$ cat config.mk
export PLATFORM = sky130hd
export DESIGN_NAME = wdata_stream_gen
export DESIGN_NICKNAME = d
export VERILOG_FILES = /design/src/rtl/wdata_gen_pkg.sv /design/src/rtl/sync_fifo_fwft.sv /design/src/rtl/wdata_stream_gen.sv
export SDC_FILE = /design/constraint.sdc
export NUM_CORES = 2
export LEC_CHECK = 0
export CAP_MARGIN = 0
export CORE_MARGIN = 2
export CORE_UTILIZATION = 60
export DETAILED_ROUTE_END_ITERATION = 8
export PLACE_DENSITY_LB_ADDON = 0.08
export SYNTH_ARGS = -nofsm -noshare
export SYNTH_HDL_FRONTEND = slang
export SYNTH_MEMORY_MAX_BITS = 65536
export SYNTH_SLANG_ARGS = --single-unit
$ cat constraint.sdc
create_clock -name aclk -period 33.7 [get_ports aclk]
set_input_delay 10.11 -clock aclk [delete_from_list [all_inputs] [get_ports aclk]]
set_output_delay 10.11 -clock aclk [all_outputs]
set_load 0.02 [all_outputs]
$ cat src/rtl/wdata_gen_pkg.sv
// wdata_gen_pkg: shared pattern types, constants and LFSR step for the write-data generator
package wdata_gen_pkg;
    typedef enum logic [1:0] {PAT_INCR, PAT_LFSR, PAT_CONST, PAT_WALK} pat_t;
    localparam logic [31:0] LFSR_POLY  = 32'h8020_0003;
    localparam logic [31:0] CONST_WORD = 32'hF0F0_F0F0;
    localparam int          LANE_W     = 32;
    // LFSR_POLY is in implicit-+1 (Koopman) form; shifted back it gives the x^22+x^2+x+1 tap mask
    function automatic logic [31:0] lfsr_next(input logic [31:0] s);
        return {s[30:0], 1'b0} ^ (s[31] ? {LFSR_POLY[30:0], 1'b1} : 32'h0);
    endfunction
endpackage

$ cat src/rtl/sync_fifo_fwft.sv
// sync_fifo_fwft: first-word-fall-through synchronous FIFO
//   aclk/aresetn : clock, async active-low reset (clears pointers)
//   wr_en/din    : push, ignored while full
//   rd_en        : pop head, ignored while empty
//   dout         : head word (zero while empty)
//   empty/full/count : status from extended-pointer compare
module sync_fifo_fwft #(
    parameter int WIDTH = 257,
    parameter int DEPTH = 16
) (
    input  logic                       aclk,
    input  logic                       aresetn,
    input  logic                       wr_en,
    input  logic [WIDTH-1:0]           din,
    input  logic                       rd_en,
    output logic [WIDTH-1:0]           dout,
    output logic                       empty,
    output logic                       full,
    output logic [$clog2(DEPTH):0]     count
);
    localparam int AW = $clog2(DEPTH);
    logic [WIDTH-1:0] mem [DEPTH];
    logic [AW:0]      wr_ptr, rd_ptr;
    logic             do_wr, do_rd;
    assign do_wr = wr_en & ~full;
    assign do_rd = rd_en & ~empty;
    assign empty = wr_ptr == rd_ptr;
    assign full  = (wr_ptr[AW] != rd_ptr[AW]) && (wr_ptr[AW-1:0] == rd_ptr[AW-1:0]);
    assign count = wr_ptr - rd_ptr;
    assign dout  = empty ? '0 : mem[rd_ptr[AW-1:0]];
    always_ff @(posedge aclk or negedge aresetn) begin
        if (!aresetn) begin
            wr_ptr <= '0;
            rd_ptr <= '0;
        end else begin
            if (do_wr) wr_ptr <= wr_ptr + (AW+1)'(1);
            if (do_rd) rd_ptr <= rd_ptr + (AW+1)'(1);
        end
    end
    always_ff @(posedge aclk) begin
        if (do_wr) mem[wr_ptr[AW-1:0]] <= din;
    end
endmodule

$ cat src/rtl/wdata_stream_gen.sv
// wdata_stream_gen: write-data pattern generator feeding a FWFT FIFO for the AXI W channel
//   aclk/aresetn : clock, async active-low reset
//   enable       : generator runs while 1 and FIFO not full
//   mode         : pattern select, latched only while enable=0
//   rd_en        : consumer pop (accepted W beat)
//   dout/dout_last : head word and its end-of-burst flag
//   fifo_empty/fifo_full/fifo_count : FIFO status
//   beat_count   : words generated since reset
module wdata_stream_gen
    import wdata_gen_pkg::*;
#(
    parameter int          DATA_WIDTH = 256,
    parameter int          FIFO_DEPTH = 16,
    parameter int          BURST_LEN  = 16,
    parameter logic [31:0] SEED       = 32'h0000_0001
) (
    input  logic                          aclk,
    input  logic                          aresetn,
    input  logic                          enable,
    input  logic [1:0]                    mode,
    input  logic                          rd_en,
    output logic [DATA_WIDTH-1:0]         dout,
    output logic                          dout_last,
    output logic                          fifo_empty,
    output logic                          fifo_full,
    output logic [$clog2(FIFO_DEPTH):0]   fifo_count,
    output logic [31:0]                   beat_count
);
    localparam int L  = DATA_WIDTH / LANE_W;
    localparam int BW = BURST_LEN > 1 ? $clog2(BURST_LEN) : 1;
    pat_t                  mode_q;
    logic [31:0]           seq, lfsr;
    logic [BW-1:0]         burst_cnt;
    logic [DATA_WIDTH-1:0] lanes, walk, pat;
    logic [DATA_WIDTH:0]   fifo_dout;
    logic                  gen_fire, last;
    assign gen_fire  = enable & ~fifo_full;
    assign last      = burst_cnt == BW'(BURST_LEN - 1);
    assign walk      = {{(DATA_WIDTH-1){1'b0}}, 1'b1} << (seq % 32'(DATA_WIDTH));
    assign pat       = mode_q == PAT_WALK ? walk : lanes;
    assign dout      = fifo_dout[DATA_WIDTH-1:0];
    assign dout_last = fifo_dout[DATA_WIDTH];
    always_comb begin
        lanes = '0;
        for (int i = 0; i < L; i++)
            lanes[i*LANE_W +: LANE_W] = mode_q == PAT_INCR ? seq * 32'(L) + 32'(i) :
                                        mode_q == PAT_LFSR ? lfsr ^ 32'(i) : CONST_WORD;
    end
    always_ff @(posedge aclk or negedge aresetn) begin
        if (!aresetn) begin
            mode_q     <= PAT_INCR;
            seq        <= '0;
            lfsr       <= SEED;
            burst_cnt  <= '0;
            beat_count <= '0;
        end else begin
            if (!enable) mode_q <= pat_t'(mode);
            if (gen_fire) begin
                seq        <= seq + 32'd1;
                lfsr       <= lfsr_next(lfsr);
                burst_cnt  <= last ? '0 : burst_cnt + BW'(1);
                beat_count <= beat_count + 32'd1;
            end
        end
    end
    sync_fifo_fwft #(.WIDTH(DATA_WIDTH + 1), .DEPTH(FIFO_DEPTH)) u_fifo (
        .aclk    (aclk),
        .aresetn (aresetn),
        .wr_en   (gen_fire),
        .din     ({last, pat}),
        .rd_en   (rd_en),
        .dout    (fifo_dout),
        .empty   (fifo_empty),
        .full    (fifo_full),
        .count   (fifo_count)
    );
endmodule

== After elaboration in Yosys (flattened, before gate mapping) ==
Memory sizes are Yosys's and may differ from the RTL's.
Cells that the tools add are included.
Cells by class
  reduce and logical (&&, ||, !) cells: 2
  bitwise gates (word level): 13
  shift-type cells: 1
  $add $sub $neg: 13
  eq/ne operators: 6
  mux-type cells: 22
Operators with widths (count)
  32-bit 2-to-1 mux: 16
  257-bit 2-to-1 mux: 1
  256-bit 2-to-1 mux: 1
  1-bit by 8-bit << shifter with 256-bit output (first input constant): 1
  32-bit by 3-bit adder with 32-bit output (second input constant): 4
  32-bit by 1-bit adder with 32-bit output (second input constant): 3
  32-bit by 2-bit adder with 32-bit output (second input constant): 2
  32-bit by 23-bit bitwise XOR with 32-bit output: 1
  23-bit 2-to-1 mux: 1
  5-bit by 1-bit adder with 5-bit output (second input constant): 2
  2-bit NOT: 3
  5-bit == test: 1
  1-bit NOT: 5
  5-bit subtractor: 1
  4-bit by 1-bit adder with 4-bit output (second input constant): 1
  4-bit == test: 1
  4-bit == test (second input constant): 1
  4-bit 2-to-1 mux: 1
  1-bit bitwise AND: 3
  3-bit NOT: 1
  2-bit by 1-bit == test with 1-bit output (second input constant): 1
  2-bit == test (second input constant): 1
  2-bit logical NOT: 1
  1-bit 2-to-1 mux: 2
  2 further kinds: 2
Word-level totals
  RAM bits: 4112
  register bits after elaboration: 112
  word-level logic and storage cells: 65
  memories: 1
Memories
  u_fifo.mem: depth 16, bits a word 257, rd ports 1, clocked after Yosys merged registers in 0, wr ports 1, RTL line sync_fifo_fwft.sv:22  | logic [WIDTH-1:0] mem [DEPTH];

== Logic depth before layout (Yosys ltp) ==
  depth after elaboration: 7
  mapped depth: 12
  depth with buffers taken out: 7

== Hierarchy ==
Synthesis repeated with hierarchy kept, for this count alone.
Second synthesis, totals
  cell total of the unflattened synthesis: 7769
  area total of the unflattened synthesis: 163672.0 um^2
Modules (own cells, without submodules)
  sync_fifo_fwft: times used 1, area each 156973.0 um^2, sequential area each 123728.7 um^2, cells an instance 6913
  wdata_stream_gen: times used 1, area each 6698.9 um^2, sequential area each 2478.6 um^2, cells an instance 856

== Worst setup path before layout ==
No wires, ideal clock.
  path kind: in2reg
  start: input port enable
  end: memory u_fifo.mem[0][0], enable pin
  stages: 5
  arrival time: 28.335 ns
  setup slack: 4.176 ns
  cells stage by stage: clkbuf_1 > a21boi_1 > clkbuf_1 > nand2_1 > nor3_1
On the way
  cells in the longest elaborated chain, start to end: 4
Ends and longest elaborated chain
  start: declaration: RTL line wdata_stream_gen.sv:19  | input logic enable,
  1-bit bitwise AND: RTL line wdata_stream_gen.sv:37  | assign gen_fire = enable & ~fifo_full;
  1-bit bitwise AND: RTL line sync_fifo_fwft.sv:25  | assign do_wr = wr_en & ~full;
  1-bit 2-to-1 mux: RTL line sync_fifo_fwft.sv:41  | if (do_wr) mem[wr_ptr[AW-1:0]] <= din;
  1-bit 2-to-1 mux (not written as such): RTL line sync_fifo_fwft.sv:41
  end: declaration: RTL line sync_fifo_fwft.sv:22
Every way passes these cells.

== Worst setup path after layout ==
  start: register u_fifo.rd_ptr[0]
  end: output port dout[196]
On the way
  cells in the longest elaborated chain, start to end: 2
  elaborated cells between the ends (all ways): 3
  those cells by class: eq/ne: 1; mux: 1; memory: 1
Ends and longest elaborated chain
  start: declaration: RTL line sync_fifo_fwft.sv:23  | logic [AW:0] wr_ptr, rd_ptr;
  start signal: assignment: RTL line sync_fifo_fwft.sv:37  | if (do_rd) rd_ptr <= rd_ptr + (AW+1)'(1);
  memory read 16 x 257 bit / 5-bit == test (equally long branches)
  257-bit 2-to-1 mux (*): RTL line sync_fifo_fwft.sv:30  | assign dout = empty ? '0 : mem[rd_ptr[AW-1:0]];
  end: declaration: RTL line wdata_stream_gen.sv:22  | output logic [DATA_WIDTH-1:0] dout,
Mark *: on every way between the ends. The rest lies on a longest branch, timed or not.

==> flow_summary.ini <==
[grt]
grt.total_usage_pct = 29.8
grt_max_degree = 156
first_global_vias = 80700
grt_busiest_layer = met2
grtUsageMet1_pct = 43.7
grt_first_pass_wirelength_um = 582000
antenna_found_initial = 20
grt_use_met2_pct = 46.1
gr-total-overflow = 0
grtUsageMet3_pct = 6.10

[clock_tree]
cts_tree = yes
cts_buffers = 415
clk_pin_slew_worst_paths_ns = 0.06
post_cts.repair.setup_buffers = 0
worstSkewPairLatency_ns = 0.95
cts_resized = 0
h-tree-depth = 5
clock-sinks = 4221
root_buffer = clkbuf_16
clockBufferDepth = 4
hold_buffers = 0

[placement]
postPlaceCellArea_sq_um = 170000
dp_hpwl_um = 213000
gp_congestion = 0.820
port_buffers = 301

[critical_path]
path_max_fanout = 53
crit_path_end_kind = primary output
startpoint_type = flop
crit_type = flop to primary output
r2r_end = u_fifo.mem[11][143]
regToRegSetupSlack_ns = 27.36
crit_required_ns = 23.59
ff2ff_path_depth = 10
arrival_ns = 7.19
r2r_start = u_fifo.rd_ptr[1]

[hold_path]
hold_end = beat_count[31]
holdPathStages = 1
min_from = beat_count[31]
hp-class = flop to flop

[sta]
timing.final.crit_share_pct = 51.3
worst_pin_slew_ns = 1.39
skew_ns = 0.0386
setup-violations-final = 0
fin_crit_ns = 17.30
maxSlewViolCount = 0
setup-tns-final_ns = 0
maxSlewHeadroom_pct = 6.45
grt_setup_unrepaired = false
hold_violations = 0
fmax_ghz = 0.0578

[final_layout]
finalInstanceArea_sq_um = 184000
area_growth_pct = 13.3
fin_nets = 7796
drive_gt1_share_pct = 24.0

[flow_run]
cap_viol_max_count = 0

[synth]
ys_warn_count = 0
netlist_instances = 7213
syn_avg_cell_area_sq_um = 22.5
synth_nets = 7237
syn-cell-area_sq_um = 163000
async_reset_ff_share_pct = 2.58
synth_ff_type = edfxtp_1
seq_area_frac_synth_pct = 77.6
synth-seq-cells = 4221
synth_edf_count = 4112
ys_types = 44

[detailed_routing]
num_vias = 79500
first_pass_iters = 8
routed_via_density = 6.79
wl_per_cell_um = 35.0
drt-total-wl_um = 410000
ant_nets = 0
drc = 0
drtIter0Drc = 10500

[power_and_ir_drop]
switching_share_pct = 32.4
p_per_area_nw_per_um2 = 93.7
clock_power_share_pct = 27.0
seqPwrFrac_pct = 39.0
p_switching_mw = 5.59
combinationalPowerShare_pct = 33.9
intPower_mw = 11.7
irDropWorstVdd_mv = 0.125
p_leak_nw = 60.1

[die]
rows = 191
ios = 302
die-area_sq_um = 275000
initial_core_util_pct = 60.2
die_y_um = 525
die_x_um = 525
coreArea_sq_um = 270000

[status]
status = complete, no violations
[Yosys cell counts, drive strengths merged, types with 2 or more instances]
| cell | instances | area [sq um] |
|---|---|---|
| or2 | 13 | 81.3 |
| a31o | 4 | 35.0 |
| inv | 37 | 139 |
| clkbuf | 161 | 604 |
| nor4 | 12 | 75.1 |
| o21ai | 298 | 1490 |
| and4 | 11 | 96.3 |
| mux4 | 1028 | 23200 |
| nor2b | 8 | 50.1 |
| buf | 251 | 1460 |
| edfxtp | 4112 | 123000 |
| nand3 | 30 | 150 |
| a21oi | 5 | 25.0 |
| and2 | 2 | 12.5 |
| xnor2 | 43 | 384 |
| a21o | 18 | 135 |
| ha | 17 | 213 |
| nor3 | 22 | 110 |
| mux2 | 2 | 22.5 |
| dfrtp | 108 | 2700 |
| mux2i | 527 | 5280 |
| nand4 | 22 | 138 |
| and3 | 12 | 75.1 |
| nor2 | 31 | 116 |
| a21boi | 2 | 15.0 |
| nand2b | 5 | 31.3 |
| or4 | 2 | 15.0 |
| xor2 | 31 | 272 |
| o22ai | 257 | 1610 |
| o211ai | 3 | 27.5 |
| nand2 | 133 | 499 |
[metrics by stage]
step                      worst slack (ns)  cells  total power, mW  utilization [%]  hold WS [ns]
after floorplan                       4.18   7213             10.7                -         0.442
after global placement               17.20  10900             12.7             63.1         0.459
after detailed placement             17.15  10900             12.7             63.1         0.458
after CTS                            16.12  11700             17.4             68.2         0.471
after global routing                 15.73  11700             17.8             68.2         0.490
final                                16.40  11700             17.3             68.2         0.470
[worst max-delay path, stage by stage, from the launching register on]
cell,delay [ns]
dfrtp_4,0.88
buf_4,0.77
buf_4,0.80
buf_4,0.96
buf_4,0.94
mux4_2,0.61
mux2i_1,0.20
o22ai_1,0.18
clkdlybuf4s50_1,0.64
[power by group through the flow]
stage,clock network (mW),registers [mW],logic [mW]
final,4.66,6.74,5.86
after global routing,4.92,6.77,6.15
after CTS,4.72,6.74,5.90
after detailed placement,0,6.84,5.88
after global placement,0,6.81,5.84
after floorplan,0,7.01,3.65
[flip-flops by register name, indices dropped and copies added, names as in the netlist]
signal         count
u_fifo.rd_ptr      5
lfsr              32
burst_cnt          4
u_fifo.wr_ptr      5
mode_q             2
seq               29
u_fifo.mem      4112
beat_count        32
[routing by layer]
layer	vias up	share of wire, %	wire [um]
met5	-	0.015	62
met4	10	3.0	12500
met3	588	10	42000
met2	4174	47	194000
met1	43000	39	162000
li1	31700	-	-
[cells by family after synthesis]
| logic type | share of synthesized area (%) |
|---|---|
| adder cells (fa/ha/maj) | 0.143 |
| AO/OA/AOI/OAI | 2.06 |
| buffers and inverters | 1.35 |
| flip-flops | 77.6 |
| XOR/XNOR | 0.403 |
| AND/OR/NAND/NOR | 0.901 |
| multiplexers | 17.5 |
[worst max-delay path by stage]
stage                     startpoint               end  slack (ns)
floorplan                     enable  u_fifo.mem[0][0]        4.18
global placement    u_fifo.rd_ptr[0]         dout[196]       17.20
detailed placement  u_fifo.rd_ptr[0]         dout[196]       17.15
CTS                 u_fifo.rd_ptr[0]         dout[196]       16.12
global route        u_fifo.rd_ptr[0]         dout[196]       15.73
finish              u_fifo.rd_ptr[0]         dout[196]       16.40
[cells in the final DEF, fill, tap and decap left out, types with 12 or more instances in the layout]
cell,n
a21o_1,18
and3_1,12
buf_12,21
buf_4,232
bufinv_16,51
clkbuf_1,79
clkbuf_16,425
clkdlybuf4s50_1,300
clkinv_1,81
clkinv_2,81
clkinvlp_4,16
dfrtp_1,106
diode_2,16
edfxtp_1,4112
ha_1,17
inv_1,35
mux2i_1,527
mux4_2,1028
nand2_1,126
nand3_1,27
nand4_1,22
nor2_1,20
nor3_1,18
nor4_1,12
o21ai_0,93
o21ai_1,193
o22ai_1,257
or2_2,12
xnor2_1,42
xor2_1,31
[final cells by class]
class,instances,area (sq um)
Inverter,37,154
Timing Repair Buffer,554,5180
Multi-Input combinational cell,2543,34400
Antenna cell,16,40.0
Clock inverter,249,2660
Fill cell,16700,85900
Sequential cell,4221,126000
Tap cell,3570,4470
Clock buffer,514,11100
(Power assumes the default switching activity.)
